==> config.mk <==
export PLATFORM = sky130hd
export DESIGN_NAME = mem_port_arbiter
export DESIGN_NICKNAME = d
export VERILOG_FILES = /design/src/rtl/mem_port_arbiter.sv
export SDC_FILE = /design/constraint.sdc
export NUM_CORES = 1
export LEC_CHECK = 0
export CAP_MARGIN = 25
export CORE_MARGIN = 2
export CORE_UTILIZATION = 30
export CTS_BUF_LIST = sky130_fd_sc_hd__clkbuf_16
export DETAILED_ROUTE_END_ITERATION = 7
export GPL_TIMING_DRIVEN = 0
export PLACE_DENSITY = 0.74
export SLEW_MARGIN = 15
export SYNTH_ARGS = -nofsm -noshare
export SYNTH_HDL_FRONTEND = slang
export SYNTH_SLANG_ARGS = --single-unit
==> constraint.sdc <==
create_clock -name clk -period 1.6 [get_ports clk]
set_input_delay 0.24 -clock clk [delete_from_list [all_inputs] [get_ports clk]]
set_output_delay 0.24 -clock clk [all_outputs]
set_load 0.01 [all_outputs]
==> src/rtl/mem_port_arbiter.sv <==
// Round-robin arbiter sharing one downstream memory command port between an instruction
// read port and a data read/write port. Define ARB_TIMEOUT_EN to enable the WAIT watchdog.
module mem_port_arbiter #(
  parameter int unsigned TIMEOUT_CYCLES     = 1024,
  parameter bit          RESET_LAST_GRANT_D = 1'b1
) (
  input  logic        clk,
  input  logic        rst,
  input  logic        i_cmd_start,
  output logic        i_cmd_ready,
  input  logic [31:0] i_addr,
  output logic [31:0] i_rdata,
  output logic        i_rdata_valid,
  input  logic        d_cmd_start,
  input  logic        d_cmd_write,
  output logic        d_cmd_ready,
  input  logic [31:0] d_addr,
  input  logic [31:0] d_wdata,
  output logic [31:0] d_rdata,
  output logic        d_rdata_valid,
  output logic        mem_cmd_start,
  output logic        mem_cmd_write,
  input  logic        mem_cmd_ready,
  output logic [31:0] mem_addr,
  output logic [31:0] mem_wdata,
  input  logic [31:0] mem_rdata,
  input  logic        mem_rdata_valid,
  output logic        arb_timeout
);

  // Handshake rule: a transfer happens on any cycle where start and ready are both 1;
  // upstream ready is combinational from the other port's start, only in IDLE.
  typedef enum logic [1:0] {S_IDLE, S_ISSUE, S_WAIT, S_RESP} state_t;

  state_t      r_state;
  logic        r_last_grant_d;
  logic        r_owner_d;
  logic        r_mem_cmd_start;
  logic        r_mem_cmd_write;
  logic [31:0] r_mem_addr;
  logic [31:0] r_mem_wdata;
  logic [31:0] r_i_rdata;
  logic [31:0] r_d_rdata;
  logic        r_i_rdata_valid;
  logic        r_d_rdata_valid;
  logic        r_arb_timeout;

  logic        w_idle;
  logic        w_i_ready;
  logic        w_d_ready;
  logic        w_i_acc;
  logic        w_d_acc;
  logic        w_timeout_hit;
  logic        w_resp_done;
  logic [31:0] w_resp_data;

  assign w_idle    = (r_state == S_IDLE) && !rst;
  assign w_i_ready = w_idle && !(d_cmd_start && !r_last_grant_d);
  assign w_d_ready = w_idle && !(i_cmd_start && r_last_grant_d);
  assign w_i_acc   = i_cmd_start && w_i_ready;
  assign w_d_acc   = d_cmd_start && w_d_ready;

`ifdef ARB_TIMEOUT_EN
  logic [31:0] r_wait_cnt;

  // Counts completed WAIT cycles; cleared as the read leaves ISSUE.
  always_ff @(posedge clk) begin
    if (rst) begin
      r_wait_cnt <= 32'd0;
    end else if (r_state == S_ISSUE) begin
      r_wait_cnt <= 32'd0;
    end else if (r_state == S_WAIT) begin
      r_wait_cnt <= r_wait_cnt + 32'd1;
    end
  end

  assign w_timeout_hit = (r_wait_cnt + 32'd1) >= 32'(TIMEOUT_CYCLES);
`else
  assign w_timeout_hit = 1'b0;
`endif

  assign w_resp_done = mem_rdata_valid || w_timeout_hit;
  assign w_resp_data = mem_rdata_valid ? mem_rdata : 32'hFFFF_FFFF;

  always_ff @(posedge clk) begin
    if (rst) begin
      r_state         <= S_IDLE;
      r_last_grant_d  <= RESET_LAST_GRANT_D;
      r_owner_d       <= 1'b0;
      r_mem_cmd_start <= 1'b0;
      r_mem_cmd_write <= 1'b0;
      r_mem_addr      <= 32'd0;
      r_mem_wdata     <= 32'd0;
      r_i_rdata       <= 32'd0;
      r_d_rdata       <= 32'd0;
      r_i_rdata_valid <= 1'b0;
      r_d_rdata_valid <= 1'b0;
      r_arb_timeout   <= 1'b0;
    end else begin
      r_i_rdata_valid <= 1'b0;
      r_d_rdata_valid <= 1'b0;
      case (r_state)
        S_IDLE: begin
          if (w_i_acc) begin
            r_mem_addr      <= i_addr;
            r_mem_cmd_write <= 1'b0;
            r_owner_d       <= 1'b0;
            r_last_grant_d  <= 1'b0;
            r_mem_cmd_start <= 1'b1;
            r_state         <= S_ISSUE;
          end else if (w_d_acc) begin
            r_mem_addr      <= d_addr;
            r_mem_cmd_write <= d_cmd_write;
            r_mem_wdata     <= d_wdata;
            r_owner_d       <= 1'b1;
            r_last_grant_d  <= 1'b1;
            r_mem_cmd_start <= 1'b1;
            r_state         <= S_ISSUE;
          end
        end
        S_ISSUE: begin
          if (mem_cmd_ready) begin
            r_mem_cmd_start <= 1'b0;
            r_state         <= r_mem_cmd_write ? S_IDLE : S_WAIT;
          end
        end
        S_WAIT: begin
          // mem_addr stays put here: downstream response muxing decodes it.
          if (w_resp_done) begin
            if (r_owner_d) begin
              r_d_rdata       <= w_resp_data;
              r_d_rdata_valid <= 1'b1;
            end else begin
              r_i_rdata       <= w_resp_data;
              r_i_rdata_valid <= 1'b1;
            end
            if (!mem_rdata_valid) begin
              r_arb_timeout <= 1'b1;
            end
            r_state <= S_RESP;
          end
        end
        S_RESP: begin
          r_state <= S_IDLE;
        end
        default: begin
          r_state <= S_IDLE;
        end
      endcase
    end
  end

  assign i_cmd_ready   = w_i_ready;
  assign d_cmd_ready   = w_d_ready;
  assign i_rdata       = r_i_rdata;
  assign i_rdata_valid = r_i_rdata_valid;
  assign d_rdata       = r_d_rdata;
  assign d_rdata_valid = r_d_rdata_valid;
  assign mem_cmd_start = r_mem_cmd_start;
  assign mem_cmd_write = r_mem_cmd_write;
  assign mem_addr      = r_mem_addr;
  assign mem_wdata     = r_mem_wdata;
  assign arb_timeout   = r_arb_timeout;

endmodule

==> results_dict.tcl <==
set metrics [dict create \
    cts_tree "done" \
    synth-edff-count 0 \
    hpwlAfterDp_um 14800 \
    drc 0 \
    io_pins 270 \
    wl_um 21000 \
    worst_hold_path.num_cells 3 \
    insertedDiodeCount 0 \
    layout-drive-gt1-share_pct 16.2 \
    r2r_slack_ns -0.10 \
    finalHoldViolCount 0 \
    first_global_vias 5987 \
    cts-hold-fix-buffers 0 \
    cp.required_ns 1.36 \
    synth_cell_type_count 33 \
    hp-class "input port to register" \
    die_w_um 138 \
    avgSynthCellArea_um2 8.07 \
    ys.flop_type "dfxtp_1" \
    start_kind "register" \
    slew_viol_final 0 \
    worstSkewPairLatency_ns 0.42 \
    rsz0062_at_grt "true" \
    drv_cap 0 \
    setup_viol 33 \
    layout_min_cycle_time_ns 1.80 \
    yosys_warnings 0 \
    grt_pass1_wl_um 31400 \
    ir_drop_v 0.000757 \
    area.growth.synth_to_final_pct 78.0 \
    critPathSlowestCell "or3_4" \
    grt_overflow 0 \
    vias 6113 \
    yosys.area.top_type "dfxtp_1" \
    finalWeightedCongestion 0.793 \
    fin_crit_sh_pct 112 \
    cpPeakStageDelay_ns 0.42 \
    maxSlewHeadroom_pct 44.5 \
    holdPathEnd "mem_wdata[11]$_SDFFE_PP0P_" \
    async_flop_share_pct 0 \
    drt-wirelength-per-cell_um 17.6 \
    p_leak_nw 3.58 \
    die_h_um 138 \
    grt_max_degree 17 \
    synth.area.top_cells "dfxtp_1, a21oi_1, nand2_1, o21ai_0, nand3_1" \
    syn_inst 665 \
    utilization_pct 54.8 \
    die_area_um2 19000 \
    nNetsFinal 1091 \
    synth_fp_nets 800 \
    core.rowCount 48 \
    cts_htree_levels 4 \
    dr.pass1.iters 5 \
    fmax_mhz 556 \
    syn_area_um2 5370 \
    setup_ws_ns -0.198 \
    start_util_pct 30.8 \
    clock-sinks 136 \
    reg2reg_depth 5 \
    first_iter_violations 307 \
    root_buffer "clkbuf_16" \
    grt_use_total_pct 21.4 \
    io_buffers 268 \
    viasPerCell 5.12 \
    ys_seq_area_share_pct 50.7 \
    min_from "d_wdata[11]" \
    crit_type "register to primary output" \
    worst_pin_slew_ns 0.833 \
    cp_max_fo 4 \
    total_power_mw 9.27 \
    r2r_end "mem_addr[27]$_SDFFE_PP0P_" \
    status "complete, but fails checks" \
    core_um2 17400 \
    clockBufferDepth 2 \
    synth_top_area_share_pct 50.7 \
    ant_nets 0 \
    worstPathArrival_ns 1.56 \
    end_kind "primary output" \
    crit_chain "or3_4 > buf_8 > nor2_1 > buf_2" \
    finClkSkew_ns 0.00911 \
    grt_antenna_before_repair 0 \
    cts_buffers 17 \
    path_clk_slew_ns 0.06 \
    failed_checks "negative setup slack" \
    ys_ff_latch 136 \
    powerDensity_nw_per_um2 971 \
]
[final cells by class]
type,count,area (um^2)
multi-input combinational,451,2690
sequential,136,2730
clock inverter,15,176
inverter,2,8.76
fill,1580,7870
clock buffer,17,425
timing repair buffer,276,2810
tap,225,282
buffer,72,432
[cells in the mapped netlist, types with 4 or more instances]
cell      instances
dfxtp_1         136
nand2_1         129
a21oi_1         101
o21ai_0          67
nand3_1          65
clkbuf_1         59
a311oi_1         32
nor4_1           32
buf_1             8
nor2_1            5
buf_2             4
buf_6             4
[stage by stage]
stage / instances / hold slack (ns) / worst slack (ns) / instance area (um^2) / setup TNS [ns]
2_1_floorplan: 665 / 0.376 / -0.0584 / 5370 / -1.75
5_1_grt: 1194 / 0.376 / -0.245 / 9550 / -7.51
4_1_cts: 1193 / 0.364 / -0.204 / 9280 / -5.72
3_3_place_gp: 1158 / 0.441 / -1.02 / 8340 / -90.34
6_report: 1194 / 0.382 / -0.198 / 9550 / -2.73
3_5_place_dp: 1158 / 0.448 / -1.01 / 8340 / -90.88
[layer usage]
metal  track usage (%)  vias to the layer above  wire length (um)
met5                 0                        -                 0
li1                  -                     2961                 -
met3              7.43                       39              1690
met2              35.2                      249             10300
met4              8.96                        0               558
met1              25.5                     2864              8490
[where the power goes]
group          switching (mW)  total [mW]  internal [mW]
sequential             0.0744        3.60           3.53
clock                    1.59        4.05           2.46
combinational           0.797        1.62          0.821
[how the worst max path moves through the flow]
stage,to
floorplan,mem_addr[10]$_SDFFE_PP0P_
global placement,r_state[0]$_SDFFE_PP0P_
detailed placement,i_cmd_ready
CTS,d_cmd_ready
global route,i_cmd_ready
finish,i_cmd_ready
[registers in the layout (all words and copies together) (netlist names), 32 cells and up, named ones only]
register / flops
d_rdata: 32
i_rdata: 32
mem_addr: 32
mem_wdata: 32
[layout by cell type, fill, tap and decap left out, types with 5 or more instances in the layout]
cell               n
clkdlybuf4s50_1  239
dfxtp_1          133
nand2_1          129
a21oi_1          100
nand3_1           65
o21ai_1           34
o21ai_0           33
a311oi_2          28
nor4_2            25
clkbuf_2          24
dlymetal6s2s_1    24
clkbuf_1          20
clkbuf_16         17
buf_2             13
buf_4             11
clkbuf_4           6
clkinv_4           6
nor2_1             5
nor4_1             5
[logic make-up (layout without fill, tap and decap cells)]
family | count (synthesis) | after routing | share of synthesized area, %
AND/OR/NAND/NOR | 243 | 243 | 21.0
AO/OA/AOI/OAI | 206 | 206 | 21.9
flip-flops | 136 | 136 | 50.7
buffers and inverters | 78 | 382 | 6.18
other | 1 | 1 | 0.0699
multiplexers | 1 | 1 | 0.187
[critical path, delay by kind of cell (launching register included)]
family	cells	cell delay, ns
buffers and inverters	2	0.30
and+or+nand+nor	2	0.51
DFF	1	0.33
[repair_timing]
item,in CTS,in global routing
pin swaps,2,1
setup endpoints to repair,132,151
gates resized for setup,117,97
cloned,1,0
buffers inserted,5,2
No activity file was read; power rests on OpenSTA's default activity.
==> variant 1: new RTL, config.mk and constraints unchanged <==
Re-encode `state_t` (4 states) as one-hot, 4 bits wide.
--- a/src/rtl/mem_port_arbiter.sv
+++ b/src/rtl/mem_port_arbiter.sv
@@ -32,3 +32,3 @@
   // upstream ready is combinational from the other port's start, only in IDLE.
-  typedef enum logic [1:0] {S_IDLE, S_ISSUE, S_WAIT, S_RESP} state_t;
+  typedef enum logic [3:0] {S_IDLE = 4'b0001, S_ISSUE = 4'b0010, S_WAIT = 4'b0100, S_RESP = 4'b1000} state_t;
 
Function: same outputs for any inputs over 4 cycles, from zero or initial values and one cycle with rst high; so few cycles prove little.
==> variant 1 against the unedited design <==
The run still ends with setup timing left. Largest cell class unchanged. Hold slack lost 0.012 ns. Wire length shrank 13%. Register-to-register slack lost 0.18 ns. Final cell count shrank 2.3%. Global-route usage shrank 2.4 points. Final area shrank 0.16%. Synthesized area shrank 2.1%. Utilization grew 0.68 points. Critical path depth shrank 1. Count of clock-buffer cells in the layout is the same. Total power grew 0.71%. Critical path type unchanged. Sequential cell count grew 2. Worst setup slack lost 0.092 ns.
==> variant 1: results <==
set metrics [dict create \
    ys_seq_area_share_pct 52.6 \
    detail_route.first_pass.iterations 4 \
    place_ws_ns -0.410 \
    gr-usage-met1_pct 21.4 \
    place.gp.congestion 0.760 \
    layout-drive-gt1-share_pct 15.7 \
    total_leakage_power_nw 3.76 \
    clock_skew_ns 0.00502 \
    post-place-cells 1114 \
    status "finished with violations" \
    synth_commonest_cells "nand2_1, dfxtp_1, a21oi_1" \
    fillers 1584 \
    finalNonFillerCells 1166 \
    port_buffers 267 \
    drt_iter0_markers 151 \
    finalWorstSetupSlack_ns -0.290 \
    grt_pass1_wl_um 27500 \
    setup_viol 69 \
    worstMarginPinSlew_ns 0.708 \
    setup_tns_ns -10.70 \
    grt_pass1_vias 5393 \
    power_switching_share_pct 24.1 \
    ys_types 34 \
    peakVddDrop_mv 0.815 \
    worstPathArrival_ns 1.65 \
    p_clk_w 0.00407 \
    synthesis.nets 757 \
    met2_usage_pct 32.7 \
    synthCells 622 \
    worstPathMaxFanout 3 \
    violations "setup timing" \
    dp_hpwl_um 13100 \
    grt.total_usage_pct 19.0 \
]
-- variant 1: cell type report --
type	count	area [um2]	share of cell area, %
repair buffers	292	2980	31.3
flip-flops and latches	138	2780	29.1
multi-input cells	433	2480	26.0
clock buffers	17	425	4.46
plain buffers	47	408	4.28
well taps	225	282	2.95
clock inverters	13	179	1.88
inverters	1	3.75	0.0394
-- variant 1: critical path, cell delays in order (launching register included) --
cell and delay, ns:
dfxtp_4 0.34, or4b_4 0.55, nor3b_2 0.18, buf_2 0.17
-- variant 1: path summary, 6_finish.rpt --
check	from	to	slack, ns	cells past startpoint
worst min-delay path	d_wdata[5]	mem_wdata[5]$_SDFFE_PP0P_	0.37	3
worst min register to register	d_rdata[12]$_SDFFE_PP0P_	d_rdata[12]$_SDFFE_PP0P_	0.45	2
worst max register to register	r_state[3]$_SDFFE_PP0P_	mem_addr[24]$_SDFFE_PP0P_	-0.28	7
worst max-delay path	r_state[3]$_SDFFE_PP0P_	d_cmd_ready	-0.29	3
-- variant 1: metal layers --
layer / share of wire (%) / routed length (um) / vias up
met1: 41 / 7430 / 2502
li1: - / - / 2703
met2: 49 / 8900 / 170
met4: 2.5 / 455 / 0
met3: 8.1 / 1480 / 32
met5: 0 / 0 / -
-- variant 1: kinds of logic after synthesis --
group / synth area share (%)
buf+inv: 4.50
xor+xnor: 0.167
flops: 52.6
mux: 6.29
simple gates: 20.6
other cells: 0.0714
compound gates: 15.7
-- variant 1: timing repair --
action	4_1_cts	5_1_grt
resized for setup	74	84
setup endpoints to repair	136	144
setup buffers	18	5
hold buffers	0	0
pin swaps	11	34
endpoints found under the hold margin	0	0
cloned	1	2
==> variant 2: new RTL, same flow settings <==
Made on the original files. Set the parameter `RESET_LAST_GRANT_D` to 1'b0 (it was 1'b1).
--- a/src/rtl/mem_port_arbiter.sv
+++ b/src/rtl/mem_port_arbiter.sv
@@ -4,3 +4,3 @@
   parameter int unsigned TIMEOUT_CYCLES     = 1024,
-  parameter bit          RESET_LAST_GRANT_D = 1'b1
+  parameter bit          RESET_LAST_GRANT_D = 1'b0
 ) (
Check against the original RTL: not equivalent (Yosys sat finds a counterexample within 4 cycles, from zero or initial values and one cycle with rst high).
==> variant 2 against the unedited design <==
The flow still finishes with violations (setup timing). Total power shrank 3.7%. Worst setup slack better by 0.011 ns. Final area shrank 0.14%. Sequential cell count shrank 1. Count of clock-buffer cells in the layout is the same. Synthesized area grew 2.9%. Wire length is essentially flat. Critical path depth grew 1. Largest cell class unchanged. Largest power group unchanged.
==> variant 2: results <==
set metrics [dict create \
    status "finished with violations" \
    met2_usage_pct 32.7 \
    dp_hpwl_um 15000 \
    wirelength_met1_um 9120 \
    cp_top_family "compound AO/OA/AOI/OAI gates" \
    p_per_area_nw_per_um2 936 \
    nets 1093 \
    place.gp.congestion 0.782 \
    placed_area_um2 8490 \
    grt_pass1_vias 5779 \
    intPower_w 0.00653 \
    violations "setup timing" \
    place_ws_ns -1.19 \
    peakVddDrop_mv 0.698 \
    met3_wirelength_um 1330 \
    timing.reg2reg.setup_slack_ns -0.14 \
    antenna_cells 0 \
    hold-worst-slack_ns 0.349 \
    synthTopCellsByArea "dfxtp_1, a21oi_1, nand2_1" \
    layout-drive-gt1-share_pct 15.5 \
    ys_types 34 \
    cts_setup_buffers 10 \
    clock_skew_ns 0.0121 \
    cts.sinks 135 \
    vias_per_cell 5.06 \
    drt_iter0_markers 297 \
    grt_pass1_wl_um 32000 \
    ys_seq_area_share_pct 49.0 \
    wl_met2_um 9980 \
    final-nonclk-buf-share_pct 35.2 \
    routed_wl_um 21000 \
    fillers 1658 \
    use_met3_pct 6.06 \
    relSlewSlack_pct 48.3 \
    multi_input_area_um2 2630 \
    finalWorstSetupSlack_ns -0.187 \
    setup_tns_ns -3.04 \
    cp_slowest_cell "a2111o_1" \
    gr-usage-met1_pct 26.1 \
    hp-start "i_cmd_start" \
    seq_area_share_pct 28.4 \
    final-clk-cell-share_pct 5.65 \
    min_delay_worst_endpoint "r_owner_d$_SDFFE_PP0P_" \
    synth_commonest_cells "dfxtp_1, nand2_1, a21oi_1" \
    setup_viol 35 \
    total_leakage_power_nw 3.31 \
    detail_route.first_pass.iterations 4 \
    n_all_inverters 4 \
    r2r-end "mem_addr[29]$_SDFFE_PP0P_" \
    routed-via-count 6061 \
    synthesis.nets 797 \
    grt.total_usage_pct 20.7 \
    cts_resized 77 \
    cp-startpoint "r_owner_d$_SDFFE_PP0P_" \
    worstPathMaxFanout 2 \
    cp_slowest_stage_delay_ns 0.40 \
    cts_buffer_depth 2 \
    crit_end "d_cmd_ready" \
    hold_path_depth 2 \
    num-multi-input-gates 446 \
]
variant 2: changes by cell type after synthesis, sizes merged, moves of 2 or more:
cell	change
inv	+2
buf	+5
o21ai	-2
clkbuf	-4
variant 2: power groups by stage:
| stage | Sequential, W | Clock [W] | Combinational (W) |
|---|---|---|---|
| 6_report | 0.00359 | 0.00361 | 0.00172 |
| 5_1_grt | 0.00361 | 0.00386 | 0.00183 |
| 4_1_cts | 0.00359 | 0.00371 | 0.00162 |
| 3_5_place_dp | 0.00366 | 0 | 0.00152 |
| 3_3_place_gp | 0.00366 | 0 | 0.00151 |
| 2_1_floorplan | 0.00372 | 0 | 0.000614 |
variant 2: logic make-up (layout without fill, tap and decap cells):
logic type,count (synthesis),after routing,synth area share (%)
AND/OR/NAND/NOR,241,241,20.1
AO/OA/AOI/OAI,203,203,24.4
flip-flops,135,135,49.0
buffers and inverters,81,389,6.30
other,1,1,0.0679
multiplexers,1,1,0.181
